==> config.mk <==
export PLATFORM = sky130hd
export DESIGN_NAME = qtree_int_serializer
export DESIGN_NICKNAME = d
export VERILOG_FILES = /design/src/rtl/qtree_int_serializer_pkg.sv /design/src/rtl/qtree_int_frame_stack.sv /design/src/rtl/qtree_int_serializer.sv
export SDC_FILE = /design/constraint.sdc
export NUM_CORES = 1
export LEC_CHECK = 0
export BUFFER_PORTS_ARGS = -buffer_cell sky130_fd_sc_hd__buf_2
export CELL_PAD_IN_SITES_DETAIL_PLACEMENT = 1
export CELL_PAD_IN_SITES_GLOBAL_PLACEMENT = 1
export CORE_AREA = 5 5 335 337
export CTS_BUF_LIST = sky130_fd_sc_hd__clkbuf_4
export DETAILED_ROUTE_END_ITERATION = 12
export DIE_AREA = 0 0 340 342
export MAX_ROUTING_LAYER = met4
export PLACE_DENSITY = 0.68
export REMOVE_ABC_BUFFERS = 1
export SYNTH_ARGS = -nofsm -noshare
export SYNTH_HDL_FRONTEND = slang
export SYNTH_SLANG_ARGS = --single-unit
==> constraint.sdc <==
create_clock -name clk -period 9.5 [get_ports clk]
set_clock_uncertainty 0.05 [all_clocks]
set_input_delay 0.95 -clock clk [delete_from_list [all_inputs] [get_ports clk]]
set_output_delay 0.95 -clock clk [all_outputs]
set_load 0.05 [all_outputs]
==> src/rtl/qtree_int_serializer_pkg.sv <==
// Shared QTree_Int heap/stream types, tag constants, the traversal frame
// and word helpers used by the serializer and its frame stack.
package mMaskKron_package;

    typedef logic [31:0] Int_t;
    typedef logic [16:0] Pointer_QTree_Int_t;
    typedef logic [66:0] QTree_Int_t;

    localparam logic [1:0] TAG_QNONE  = 2'd0;
    localparam logic [1:0] TAG_QVAL   = 2'd1;
    localparam logic [1:0] TAG_QNODE  = 2'd2;
    localparam logic [1:0] TAG_QERROR = 2'd3;

    localparam QTree_Int_t         QNode_Int_dc         = 67'd0;
    localparam Pointer_QTree_Int_t Pointer_QTree_Int_dc = 17'd0;
    localparam QTree_Int_t         QERROR_WORD          = {64'd0, TAG_QERROR, 1'b1};

    typedef struct packed {
        QTree_Int_t word;
        logic [2:0] idx;
    } qtree_frame_t;

    typedef enum logic [2:0] {
        S_IDLE  = 3'd0,
        S_FETCH = 3'd1,
        S_WAIT  = 3'd2,
        S_NEXT  = 3'd3,
        S_EMIT  = 3'd4
    } ser_state_e;

    function automatic QTree_Int_t QTree_Int_node_strip(input QTree_Int_t w);
        QTree_Int_t r;
        r = w;
        r[66:3] = 64'd0;
        return r;
    endfunction

    function automatic logic [15:0] qtree_child_addr(input QTree_Int_t w, input logic [2:0] idx);
        logic [15:0] a;
        case (idx)
            3'd0:    a = w[18:3];
            3'd1:    a = w[34:19];
            3'd2:    a = w[50:35];
            default: a = w[66:51];
        endcase
        return a;
    endfunction

endpackage

==> src/rtl/qtree_int_frame_stack.sv <==
// Synchronous LIFO of traversal frames; the top frame's child index can be
// rewritten in place while the node's children are being visited.
module qtree_int_frame_stack
    import mMaskKron_package::*;
#(
    parameter int DEPTH = 16,
    localparam int SPW = $clog2(DEPTH + 1),
    localparam int IW  = $clog2(DEPTH)
) (
    input  logic         clk,
    input  logic         aresetn,
    input  logic         push_i,
    input  qtree_frame_t push_frame_i,
    input  logic         pop_i,
    input  logic         upd_i,
    input  logic [2:0]   upd_idx_i,
    output qtree_frame_t top_o,
    output logic [SPW-1:0] sp_o,
    output logic         full_o,
    output logic         empty_o
);
    qtree_frame_t   mem_q [DEPTH];
    logic [SPW-1:0] sp_q;
    logic [IW-1:0]  wr_idx_s;
    logic [IW-1:0]  top_idx_s;

    assign wr_idx_s  = IW'(sp_q);
    assign top_idx_s = IW'(sp_q - SPW'(1));
    assign full_o    = (sp_q == SPW'(DEPTH));
    assign empty_o   = (sp_q == SPW'(0));
    assign sp_o      = sp_q;
    assign top_o     = mem_q[top_idx_s];

    // stack pointer
    always_ff @(posedge clk) begin
        if (!aresetn) begin
            sp_q <= SPW'(0);
        end else if (push_i && !full_o) begin
            sp_q <= sp_q + SPW'(1);
        end else if (pop_i && !empty_o) begin
            sp_q <= sp_q - SPW'(1);
        end
    end

    // frame storage needs no reset: sp alone defines which frames are live
    always_ff @(posedge clk) begin
        if (push_i && !full_o) begin
            mem_q[wr_idx_s] <= push_frame_i;
        end else if (upd_i && !empty_o) begin
            mem_q[top_idx_s].idx <= upd_idx_i;
        end
    end

endmodule

==> src/rtl/qtree_int_serializer.sv <==
// Depth-first postfix walk of a QTree_Int heap structure, emitting one
// AXI-stream word per node (children first) with tlast on the root word.
module qtree_int_serializer
    import mMaskKron_package::*;
#(
    parameter int STACK_DEPTH = 16
) (
    input  logic               clk,
    input  logic               aresetn,
    input  Pointer_QTree_Int_t root_d,
    output logic               root_r,
    output Pointer_QTree_Int_t rd_req_d,
    input  logic               rd_req_r,
    input  QTree_Int_t         rd_resp_d,
    output logic               rd_resp_r,
    output QTree_Int_t         o_QTree_Int_tdata,
    output logic               o_QTree_Int_tvalid,
    input  logic               o_QTree_Int_tready,
    output logic               o_QTree_Int_tlast,
    output logic               overflow
);
    localparam int SPW = $clog2(STACK_DEPTH + 1);

    ser_state_e         state_q, state_d;
    logic [15:0]        addr_q, addr_d;
    QTree_Int_t         tdata_q, tdata_d;
    logic               tlast_q, tlast_d;
    logic               tvalid_q, tvalid_d;
    logic               overflow_q, overflow_d;
    logic               root_rdy_q, root_rdy_d;
    logic               resp_rdy_q, resp_rdy_d;
    Pointer_QTree_Int_t req_q, req_d;

    logic               push_s, pop_s, upd_s, full_s, empty_s;
    logic [2:0]         upd_idx_s;
    qtree_frame_t       push_frame_s, top_s;
    logic [SPW-1:0]     sp_s;

    qtree_int_frame_stack #(.DEPTH(STACK_DEPTH)) u_stack (
        .clk          (clk),
        .aresetn      (aresetn),
        .push_i       (push_s),
        .push_frame_i (push_frame_s),
        .pop_i        (pop_s),
        .upd_i        (upd_s),
        .upd_idx_i    (upd_idx_s),
        .top_o        (top_s),
        .sp_o         (sp_s),
        .full_o       (full_s),
        .empty_o      (empty_s)
    );

    // state and registered outputs
    always_ff @(posedge clk) begin
        if (!aresetn) begin
            state_q    <= S_IDLE;
            addr_q     <= 16'd0;
            tdata_q    <= 67'd0;
            tlast_q    <= 1'b0;
            tvalid_q   <= 1'b0;
            overflow_q <= 1'b0;
            root_rdy_q <= 1'b0;
            resp_rdy_q <= 1'b0;
            req_q      <= 17'd0;
        end else begin
            state_q    <= state_d;
            addr_q     <= addr_d;
            tdata_q    <= tdata_d;
            tlast_q    <= tlast_d;
            tvalid_q   <= tvalid_d;
            overflow_q <= overflow_d;
            root_rdy_q <= root_rdy_d;
            resp_rdy_q <= resp_rdy_d;
            req_q      <= req_d;
        end
    end

    // traversal next-state and stack control
    always_comb begin
        state_d      = state_q;
        addr_d       = addr_q;
        tdata_d      = tdata_q;
        tlast_d      = tlast_q;
        overflow_d   = overflow_q;
        push_s       = 1'b0;
        pop_s        = 1'b0;
        upd_s        = 1'b0;
        upd_idx_s    = 3'd0;
        push_frame_s = '{word: rd_resp_d, idx: 3'd0};
        case (state_q)
            S_IDLE: begin
                if (root_rdy_q && root_d[0]) begin
                    addr_d  = root_d[16:1];
                    state_d = S_FETCH;
                end else begin
                    state_d = S_IDLE;
                end
            end
            S_FETCH: begin
                if (rd_req_r) begin
                    state_d = S_WAIT;
                end else begin
                    state_d = S_FETCH;
                end
            end
            S_WAIT: begin
                if (!rd_resp_d[0]) begin
                    state_d = S_WAIT;
                end else if (rd_resp_d[2:1] != TAG_QNODE) begin
                    tdata_d = rd_resp_d;
                    tlast_d = empty_s;
                    state_d = S_EMIT;
                end else if (full_s) begin
                    // too deep: the subtree is summarised by one QError word
                    tdata_d    = QERROR_WORD;
                    tlast_d    = empty_s;
                    overflow_d = 1'b1;
                    state_d    = S_EMIT;
                end else begin
                    push_s  = 1'b1;
                    state_d = S_NEXT;
                end
            end
            S_NEXT: begin
                if (top_s.idx < 3'd4) begin
                    addr_d    = qtree_child_addr(top_s.word, top_s.idx);
                    upd_s     = 1'b1;
                    upd_idx_s = top_s.idx + 3'd1;
                    state_d   = S_FETCH;
                end else begin
                    tdata_d = QTree_Int_node_strip(top_s.word);
                    tlast_d = (sp_s == SPW'(1));
                    pop_s   = 1'b1;
                    state_d = S_EMIT;
                end
            end
            S_EMIT: begin
                if (tvalid_q && o_QTree_Int_tready) begin
                    state_d = tlast_q ? S_IDLE : S_NEXT;
                end else begin
                    state_d = S_EMIT;
                end
            end
            default: begin
                state_d = S_IDLE;
            end
        endcase
    end

    // outputs follow the state being entered so they are valid from its first cycle
    always_comb begin
        root_rdy_d = (state_d == S_IDLE);
        resp_rdy_d = (state_d == S_WAIT);
        tvalid_d   = (state_d == S_EMIT);
        if (state_d == S_FETCH) begin
            req_d = {addr_d, 1'b1};
        end else begin
            req_d = Pointer_QTree_Int_dc;
        end
    end

    assign root_r             = root_rdy_q;
    assign rd_req_d           = req_q;
    assign rd_resp_r          = resp_rdy_q;
    assign o_QTree_Int_tdata  = tdata_q;
    assign o_QTree_Int_tvalid = tvalid_q;
    assign o_QTree_Int_tlast  = tlast_q;
    assign overflow           = overflow_q;

endmodule

==> results of run 1 <==
[area by class of cell]
cell class                      instances  area (µm²)
Clock buffer                          465        3490
Fill cell                            9898       53200
Antenna cell                            3        7.51
Clock inverter                        106         557
Tap cell                             1414        1770
Inverter                                6        22.5
Timing Repair Buffer                  263        1660
Sequential cell                      1233       35900
Multi-Input combinational cell        958       12000
[through the flow]
stage / hold WS (ns) / total power, mW
floorplan: 0.404 / 6.17
global placement: 0.401 / 6.26
detailed placement: 0.404 / 6.27
CTS: 0.00863 / 10.8
global route: 0.0481 / 11.2
finish: 0.140 / 10.7
[state kept, by name (all words and copies together), names as in the netlist]
register / flops
o_QTree_Int_tvalid: 1
state_q: 3
root_r: 1
rd_req_d: 17
rd_resp_r: 1
overflow: 1
addr_q: 16
o_QTree_Int_tdata: 67
u_stack.sp_o: 5
u_stack.mem_q: 1120
o_QTree_Int_tlast: 1
[worst max-delay path, stage by stage (launching register included)]
cell	delay, ns
dfxtp_4	0.81
inv_1	0.31
ha_1	0.41
xnor2_2	0.16
buf_4	0.56
mux2i_1	0.23
mux2i_1	0.20
buf_4	0.23
nand2b_4	0.47
buf_4	0.72
a31oi_2	0.44
nor2_4	0.69
buf_4	0.62
[worst paths after layout]
check	from	to	cells after the start
worst max-delay path	u_stack.sp_o[0]$_SDFFE_PN0P_	u_stack.mem_q[10][62]$_DFFE_PP_	12
worst min-delay path	rd_resp_d[50]	o_QTree_Int_tdata[50]$_SDFFE_PN0P_	3
worst max register to register	u_stack.sp_o[0]$_SDFFE_PN0P_	u_stack.mem_q[10][62]$_DFFE_PP_	12
worst min register to register	o_QTree_Int_tdata[1]$_SDFFE_PN0P_	o_QTree_Int_tdata[1]$_SDFFE_PN0P_	2
[per-layer routing]
| metal | part of all wire, % | vias to the layer above | global-route usage, % |
|---|---|---|---|
| li1 | - | 10706 | - |
| met4 | 2.7 | 0 | 7.45 |
| met3 | 6.4 | 221 | 5.08 |
| met1 | 39 | 13305 | 26.2 |
| met2 | 52 | 833 | 36.6 |
| met5 | 0 | - | - |
[cell families after synthesis]
logic type      synth area share (%)
buf+inv                         1.58
flops                           74.1
fa+ha+maj                      0.103
compound gates                  2.39
simple gates                    3.96
mux                             17.8
xor+xnor                      0.0879
[placed cells by master (no fill, tap or decap), types with 6 or more instances in the layout]
cell and n:
edfxtp_1 1120, clkbuf_4 465, mux4_2 306, buf_2 175
and2_1 134, mux2i_1 132, dfxtp_1 112, clkinv_1 85
and3_1 84, o21a_1 64, buf_4 53, a21oi_1 34
mux2_2 33, dlygate4sd3_1 31, nor2_1 25, nor2_4 18
a21boi_1 17, nand2_1 15, a22oi_2 11, o31a_1 7
nor3_1 7, a22oi_1 7, clkinv_2 7, inv_1 6
[power breakdown]
group | switching [mW] | leakage [nW] | internal [mW]
Sequential | 0.00498 | 11.0 | 5.91
Combinational | 0.173 | 5.34 | 0.0709
Clock | 2.13 | 2.40 | 2.39
Total | 2.31 | 18.8 | 8.38
==> impl_metrics.tcl, run 1 <==
set metrics [dict create \
    syn_to_final_growth_pct 14.4 \
    worstPathArrival_ns 7.04 \
    cts_tree "yes" \
    nNetsFinal 2887 \
    rrSetupSlack_ns 3.11 \
    drive_gt1_share_pct 36.5 \
    power_density_nw_per_um2 193 \
    grt_use_total_pct 21.8 \
    die_w_um 340 \
    async_flop_share_pct 0 \
    stdcell_area_um2 55400 \
    grt_max_degree 101 \
    stdcell_count 4448 \
    placed_area_um2 51000 \
    max_freq_ghz 0.156 \
    fin_tns_setup_ns 0 \
    yosysMostFrequentCell "edfxtp_1" \
    synth_seq_cells 1233 \
    vias_per_cell 5.64 \
    min_period_ns 6.39 \
    core-area_um2 109000 \
    initial_utilization_pct 44.6 \
    io_buffers 176 \
    synth_largest_area_cell "edfxtp_1" \
    root_buffer "clkbuf_4" \
    syn_area_um2 48400 \
    cts_sinks 1233 \
    post_cts_buffers 0 \
    first_pass_iters 5 \
    grt_overflow 0 \
    grt_pass1_vias 28024 \
    io_pins 177 \
    synth_common_cells "edfxtp_1, mux4_2, and2_1" \
    dp_cells 3843 \
    cp-start-kind "flop" \
    relSlewSlack_pct 20.5 \
    htree_num_levels 5 \
    setup_viol 0 \
    place_hpwl_um 68700 \
    cp.required_ns 10.15 \
    grt_setup_unrepaired "false" \
    drt_wl_total_um 122000 \
    drt_drc_violations_left 0 \
    clk_latency_ns 1.18 \
    status "completed" \
    hp-class "in2reg" \
    cts_hold_buf 31 \
    cp_max_fo 49 \
    post-route-util_pct 51.0 \
    seq_area_frac_synth_pct 74.1 \
    worstSetupEndpointType "flop" \
    syn_area_per_cell_um2 20.7 \
    clk_pin_slew_worst_paths_ns 0.06 \
    cts_made_buffers 333 \
    maxSlewViolCount 0 \
    dp_slack_ns 3.07 \
    rows 121 \
    drt_iter0_markers 1777 \
    yosysUniqueCellTypes 58 \
    maxCapViolCount 0 \
    syn-instance-count 2337 \
    grt_first_pass_wirelength_um 182000 \
    final_antenna_net_count 0 \
    hold_viol_final 0 \
    period_share_pct 67.3 \
    setup_slack_ns 3.11 \
    fp.dieArea_um2 116000 \
    place.gp.congestion 0.779 \
    ir_drop_v 0.000106 \
    dr_total_vias 25065 \
    ys.warnings.count 0 \
    synthTopCellsByArea "edfxtp_1, mux4_2, dfxtp_1" \
    synthFlopType "edfxtp_1" \
    antenna_found_initial 10 \
    wl_per_cell_um 27.5 \
    worstMarginPinSlew_ns 1.19 \
    cellLeakagePower_nw 18.8 \
    synth_edf_count 1120 \
    die_y_um 342 \
    synth_top_area_share_pct 69.5 \
    clockBufferDepth 4 \
    cts-resized-gates 0 \
    crit_type "reg2reg" \
]
Power figures use the tool's default switching activity.
==> run 2, diff against run 1 <==
--- a/config.mk
+++ b/config.mk
@@ -13,7 +13,7 @@
 export DETAILED_ROUTE_END_ITERATION = 12
 export DIE_AREA = 0 0 340 342
 export MAX_ROUTING_LAYER = met4
-export PLACE_DENSITY = 0.68
+export PLACE_DENSITY = 0.71
 export REMOVE_ABC_BUFFERS = 1
 export SYNTH_ARGS = -nofsm -noshare
 export SYNTH_HDL_FRONTEND = slang
==> constraint.sdc (replaced) <==
create_clock -name clk -period 5.6 [get_ports clk]
set_clock_uncertainty 0.05 [all_clocks]
set_input_delay 0.56 -clock clk [delete_from_list [all_inputs] [get_ports clk]]
set_output_delay 0.56 -clock clk [all_outputs]
set_load 0.05 [all_outputs]
==> run 2 against run 1 <==
Net effect:
- sequential share of layout area fell by 1.1 points
- maximum frequency rose by 28%
- largest power group unchanged
- critical endpoint is now u_stack.mem_q[7][9]$_DFFE_PP_
- global-route usage rose by 0.80 points
- register-to-register slack got worse by 2.5 ns
- largest cell class unchanged
- first-iteration DRC count rose by 24%
==> impl_metrics.tcl, run 2 (synthesized netlist as in run 1, its figures left out) <==
set metrics [dict create \
    status "completed" \
    crit_type "reg2reg" \
    cts-resized-gates 0 \
    dp_cells 3849 \
    cts_made_buffers 333 \
    fin_tns_setup_ns 0 \
    top_register "u_stack.mem_q" \
    grt_max_degree 82 \
    fp.dieArea_um2 116000 \
    max_freq_ghz 0.201 \
    die_y_um 342 \
    fin_hold_ws_ns 0.183 \
    antenna_found_initial 10 \
    core-area_um2 109000 \
    hold_viol_final 0 \
    rows 121 \
    cp.required_ns 6.27 \
    min_period_ns 4.97 \
    r2r_end "u_stack.mem_q[7][9]$_DFFE_PP_" \
    maxSlewViolCount 0 \
    final_antenna_net_count 0 \
    htree_num_levels 5 \
    place_hpwl_um 68900 \
    io_pins 177 \
    combPwrFrac_pct 2.4 \
    hp-start "rd_req_r" \
    die_w_um 340 \
    clk_latency_ns 1.18 \
    pwr-share-clk_pct 42.2 \
    clk_pin_slew_worst_paths_ns 0.06 \
    power_density_nw_per_um2 322 \
    drive_gt1_share_pct 36.2 \
    worstPathArrival_ns 5.64 \
    relSlewSlack_pct 14.0 \
    drt_drc_violations_left 0 \
    hp-class "in2reg" \
    worst_r2r_path_depth 12 \
    worstMarginPinSlew_ns 1.29 \
    rrSetupSlack_ns 0.63 \
    cts_tree "yes" \
    r2r-start "u_stack.sp_o[0]$_SDFFE_PN0P_" \
    internal_power_mw 14.2 \
    grt_overflow 0 \
    stdcell_count 4537 \
    initial_utilization_pct 44.6 \
    period_share_pct 88.8 \
    switching_share_pct 21.7 \
    p_seq_share_pct 55.3 \
    wl_per_cell_um 28.0 \
    worstSetupEndpoint "u_stack.mem_q[7][9]$_DFFE_PP_" \
    cp-start-kind "flop" \
    vias_per_cell 5.71 \
    first_pass_iters 5 \
    dr_total_vias 25911 \
    clockBufferDepth 4 \
    p_switching_mw 3.93 \
    drt_wl_total_um 127000 \
    cp_max_fo 42 \
    ir_drop_v 0.000154 \
    drt_iter0_markers 2203 \
    io_buffers 176 \
    grt_setup_unrepaired "false" \
    grt_first_pass_wirelength_um 187000 \
    fill_cells 9862 \
    grt_use_total_pct 22.6 \
    largest_reg_flops 1120 \
    critPathLaunch "u_stack.sp_o[0]$_SDFFE_PN0P_" \
    place.gp.congestion 0.778 \
    cellLeakagePower_nw 19.3 \
    final_cell_mix "edfxtp_1, clkbuf_4, mux4_2, buf_2, and2_1" \
    cts_sinks 1233 \
    nNetsFinal 2986 \
    grt_pass1_vias 28501 \
    setup_viol 0 \
    maxCapViolCount 0 \
    root_buffer "clkbuf_4" \
    layout_commonest_cell "edfxtp_1" \
    syn_to_final_growth_pct 16.4 \
    worstSetupEndpointType "flop" \
]
==> run 2: cell types whose count changed in the layout (fill, tap and decap cells not counted), sizes merged <==
cell | previous run | this run
clkinvlp | 1 | 3
inv | 11 | 12
clkbuf | 465 | 477
diode | 3 | 4
buf | 232 | 238
clkinv | 95 | 71
dlygate4sd3 | 31 | 124
bufinv | 5 | 3
==> run 2: worst min path at each step <==
| stage | endpoint | slack [ns] | cells after the start |
|---|---|---|---|
| 2_1_floorplan | u_stack.sp_o[4]$_SDFFE_PN0P_ | 0.40 | 2 |
| 3_5_place_dp | o_QTree_Int_tdata[1]$_SDFFE_PN0P_ | 0.40 | 2 |
| 5_1_grt | addr_q[0]$_SDFF_PN0_ | 0.14 | 4 |
| 6_report | state_q[1]$_SDFF_PN0_ | 0.18 | 6 |
| 3_3_place_gp | o_QTree_Int_tdata[1]$_SDFFE_PN0P_ | 0.39 | 2 |
| 4_1_cts | state_q[1]$_SDFF_PN0_ | 0.05 | 6 |
==> run 2: area by class of cell <==
type                    count  area [µm²]  share of cell area, %
well taps                1414        1770                   3.14
diodes                      4        10.0                 0.0178
inverters                   6        22.5                 0.0400
clock inverters            83         424                  0.753
flip-flops and latches   1233       35900                   63.7
repair buffers            362        2690                   4.77
multi-input cells         958       12000                   21.2
clock buffers             477        3580                   6.35
==> run 2: stage by stage <==
stage	setup slack, ns	cell area, µm²	util, %	power, mW
after CTS	0.477	56300	51.9	18.4
after floorplan	-20.87	47700	-	10.5
after global routing	0.282	56400	51.9	19.0
after global placement	0.661	51100	47.1	10.6
final	0.625	56400	51.9	18.1
after detailed placement	0.571	51100	47.1	10.6
==> run 2: per-layer routing <==
metal  GRT usage, %  vias to the layer above  part of all wire, %
met5              -                        -                    0
met4           7.03                        0                  2.3
met3           5.58                      230                  7.5
met2           37.5                     1110                   51
met1           27.7                    13710                   39
li1               -                    10861                    -
==> run 2: critical path, cell delays in order, from the launching register on <==
cell,delay (ns)
dfxtp_4,0.72
inv_1,0.28
ha_4,0.64
mux4_2,0.29
mux2i_1,0.10
mux2i_1,0.19
buf_4,0.22
nand2b_4,0.27
buf_4,0.50
a31oi_1,0.15
buf_4,0.24
nor2_4,0.12
buf_4,0.71
==> run 2: what timing repair did <==
| action | CTS | global route |
|---|---|---|
| hold endpoints to repair | 1101 | 0 |
| hold buffers | 124 | 0 |
| buffers inserted | 0 | 0 |
==> run 2: power groups by stage <==
| stage | logic, mW | clock network, mW | registers (mW) |
|---|---|---|---|
| floorplan | 0.192 | 0 | 10.3 |
| global placement | 0.371 | 0 | 10.2 |
| detailed placement | 0.395 | 0 | 10.2 |
| CTS | 0.445 | 7.89 | 10.0 |
| global route | 0.477 | 8.46 | 10.0 |
| finish | 0.442 | 7.66 | 10.0 |
==> run 3, diff against run 2 <==
--- a/config.mk
+++ b/config.mk
@@ -8,12 +8,12 @@
 export BUFFER_PORTS_ARGS = -buffer_cell sky130_fd_sc_hd__buf_2
 export CELL_PAD_IN_SITES_DETAIL_PLACEMENT = 1
 export CELL_PAD_IN_SITES_GLOBAL_PLACEMENT = 1
-export CORE_AREA = 5 5 335 337
+export CORE_AREA = 5 5 315 317
 export CTS_BUF_LIST = sky130_fd_sc_hd__clkbuf_4
 export DETAILED_ROUTE_END_ITERATION = 12
-export DIE_AREA = 0 0 340 342
+export DIE_AREA = 0 0 320 322
 export MAX_ROUTING_LAYER = met4
-export PLACE_DENSITY = 0.71
+export PLACE_DENSITY = 0.78
 export REMOVE_ABC_BUFFERS = 1
 export SYNTH_ARGS = -nofsm -noshare
 export SYNTH_HDL_FRONTEND = slang
==> run 3 against run 2 <==
Net effect:
- non-clock buffer count shrank 18
- cell count shrank 3.4%
- critical path depth shrank 1
- count of clock-buffer cells in the layout grew 7
- critical path type unchanged
==> impl_metrics.tcl, run 3 (synthesized netlist as in run 1, its figures left out) <==
set metrics [dict create \
    status "completed" \
    drt_iter0_markers 2282 \
    cts-resized-gates 0 \
    cts_hold_buf 105 \
    io_buffers 176 \
    final_antenna_net_count 0 \
    clockBufferDepth 4 \
    ir_drop_v 0.000212 \
    place_hpwl_um 67800 \
    relSlewSlack_pct 13.0 \
    worstSetupEndpointType "flop" \
    syn_to_final_growth_pct 16.2 \
    antenna_found_initial 5 \
    hp-start "rd_resp_d[34]" \
    final_cell_mix "edfxtp_1, clkbuf_4, mux4_2, buf_2, and2_1" \
    die_y_um 322 \
    setup_slack_ns 1.07 \
    period_share_pct 81.0 \
    cp_max_fo 29 \
    grt_setup_unrepaired "false" \
    dp_cells 3712 \
    root_buffer "clkbuf_4" \
    stdcell_count 4384 \
    critPathLaunch "u_stack.sp_o[0]$_SDFFE_PN0P_" \
    wl_per_cell_um 28.7 \
    crit_type "reg2reg" \
    top_register "u_stack.mem_q" \
    clk_pin_slew_worst_paths_ns 0.07 \
    rows 114 \
    nNetsFinal 2959 \
    io_pins 177 \
    first_pass_iters 5 \
    hp-class "in2reg" \
    post_cts_buffers 0 \
    power_density_nw_per_um2 324 \
    die_w_um 320 \
    setup_viol 0 \
    worstPathArrival_ns 5.62 \
    largest_reg_flops 1120 \
    maxSlewViolCount 0 \
    cp-start-kind "flop" \
    dr_total_vias 25882 \
    drt_wl_total_um 126000 \
    core-area_um2 96000 \
    maxCapViolCount 0 \
    max_freq_ghz 0.221 \
    r2r-start "u_stack.sp_o[0]$_SDFFE_PN0P_" \
    hold_viol_final 0 \
    fin_hold_ws_ns 0.209 \
    place.gp.congestion 0.817 \
    drt_drc_violations_left 0 \
    cts_sinks 1233 \
    vias_per_cell 5.90 \
    worstMarginPinSlew_ns 1.31 \
    clk_latency_ns 1.21 \
    grt_pass1_vias 28796 \
    grt_max_degree 123 \
    cp.required_ns 6.69 \
    grt_use_total_pct 25.2 \
    cts_made_buffers 324 \
    htree_num_levels 5 \
    fin_tns_setup_ns 0 \
    worst_r2r_path_depth 11 \
    drive_gt1_share_pct 36.3 \
    layout_commonest_cell "edfxtp_1" \
    cts_tree "yes" \
    grt_first_pass_wirelength_um 186000 \
    holdPathStages 4 \
    cellLeakagePower_nw 19.3 \
    dp_slack_ns 1.13 \
    initial_utilization_pct 50.4 \
    power_mw 18.3 \
    fp.dieArea_um2 103000 \
    min_period_ns 4.53 \
    grt_overflow 0 \
]
run 3: cell count changes in the layout (fill, tap and decap cells not counted), moves of 2 or more:
cell / previous run / this run
clkinv_2: 14 / 10
clkinv_1: 56 / 61
buf_12: 8 / 27
clkbuf_4: 477 / 484
inv_2: 6 / 4
dlygate4sd3_1: 124 / 105
buf_4: 55 / 37
diode_2: 4 / 2
run 3: metal layers:
metal  part of all wire [%]  vias to the layer above  track usage (%)
met5                      0                        -                -
met4                    3.4                        0             9.58
met3                    8.1                      276             6.43
met2                     51                     1210             41.4
met1                     37                    13562             30.4
li1                       -                    10834                -
run 3: worst paths after layout:
| path | end | slack (ns) |
|---|---|---|
| max | o_QTree_Int_tdata[17]$_SDFFE_PN0P_ | 1.07 |
| min | o_QTree_Int_tdata[34]$_SDFFE_PN0P_ | 0.21 |
| max reg2reg | o_QTree_Int_tdata[17]$_SDFFE_PN0P_ | 1.07 |
| min reg2reg | o_QTree_Int_tdata[1]$_SDFFE_PN0P_ | 0.41 |
run 3: area by class of cell:
cell class	instances	area (µm²)
clock buffers	484	3630
inverters	6	22.5
repair buffers	344	2750
fillers	8419	39700
clock inverters	81	429
diodes	2	5.00
flip-flops and latches	1233	35900
well taps	1276	1600
multi-input cells	958	12000
run 3: critical path: stages, from the launching register on:
cell and delay, ns:
dfxtp_4 0.66, inv_1 0.24, ha_4 0.64, mux4_2 0.37
mux2i_1 0.23, mux2i_1 0.13, buf_4 0.21, a21oi_4 0.69
buf_4 0.42, and2_1 0.19, o21a_1 0.13, dlygate4sd3_1 0.58
run 3: report_power, final:
group	total (mW)	switching, mW	internal (mW)
logic	0.440	0.296	0.145
registers	10.0	0.0108	10.0
clock network	7.77	3.65	4.13
run 3: metrics by stage:
stage | utilization, % | area [µm²]
final | 58.6 | 56300
after detailed placement | 53.3 | 51200
after floorplan | - | 47700
after global routing | 58.6 | 56300
after global placement | 53.3 | 51200
after CTS | 58.6 | 56300
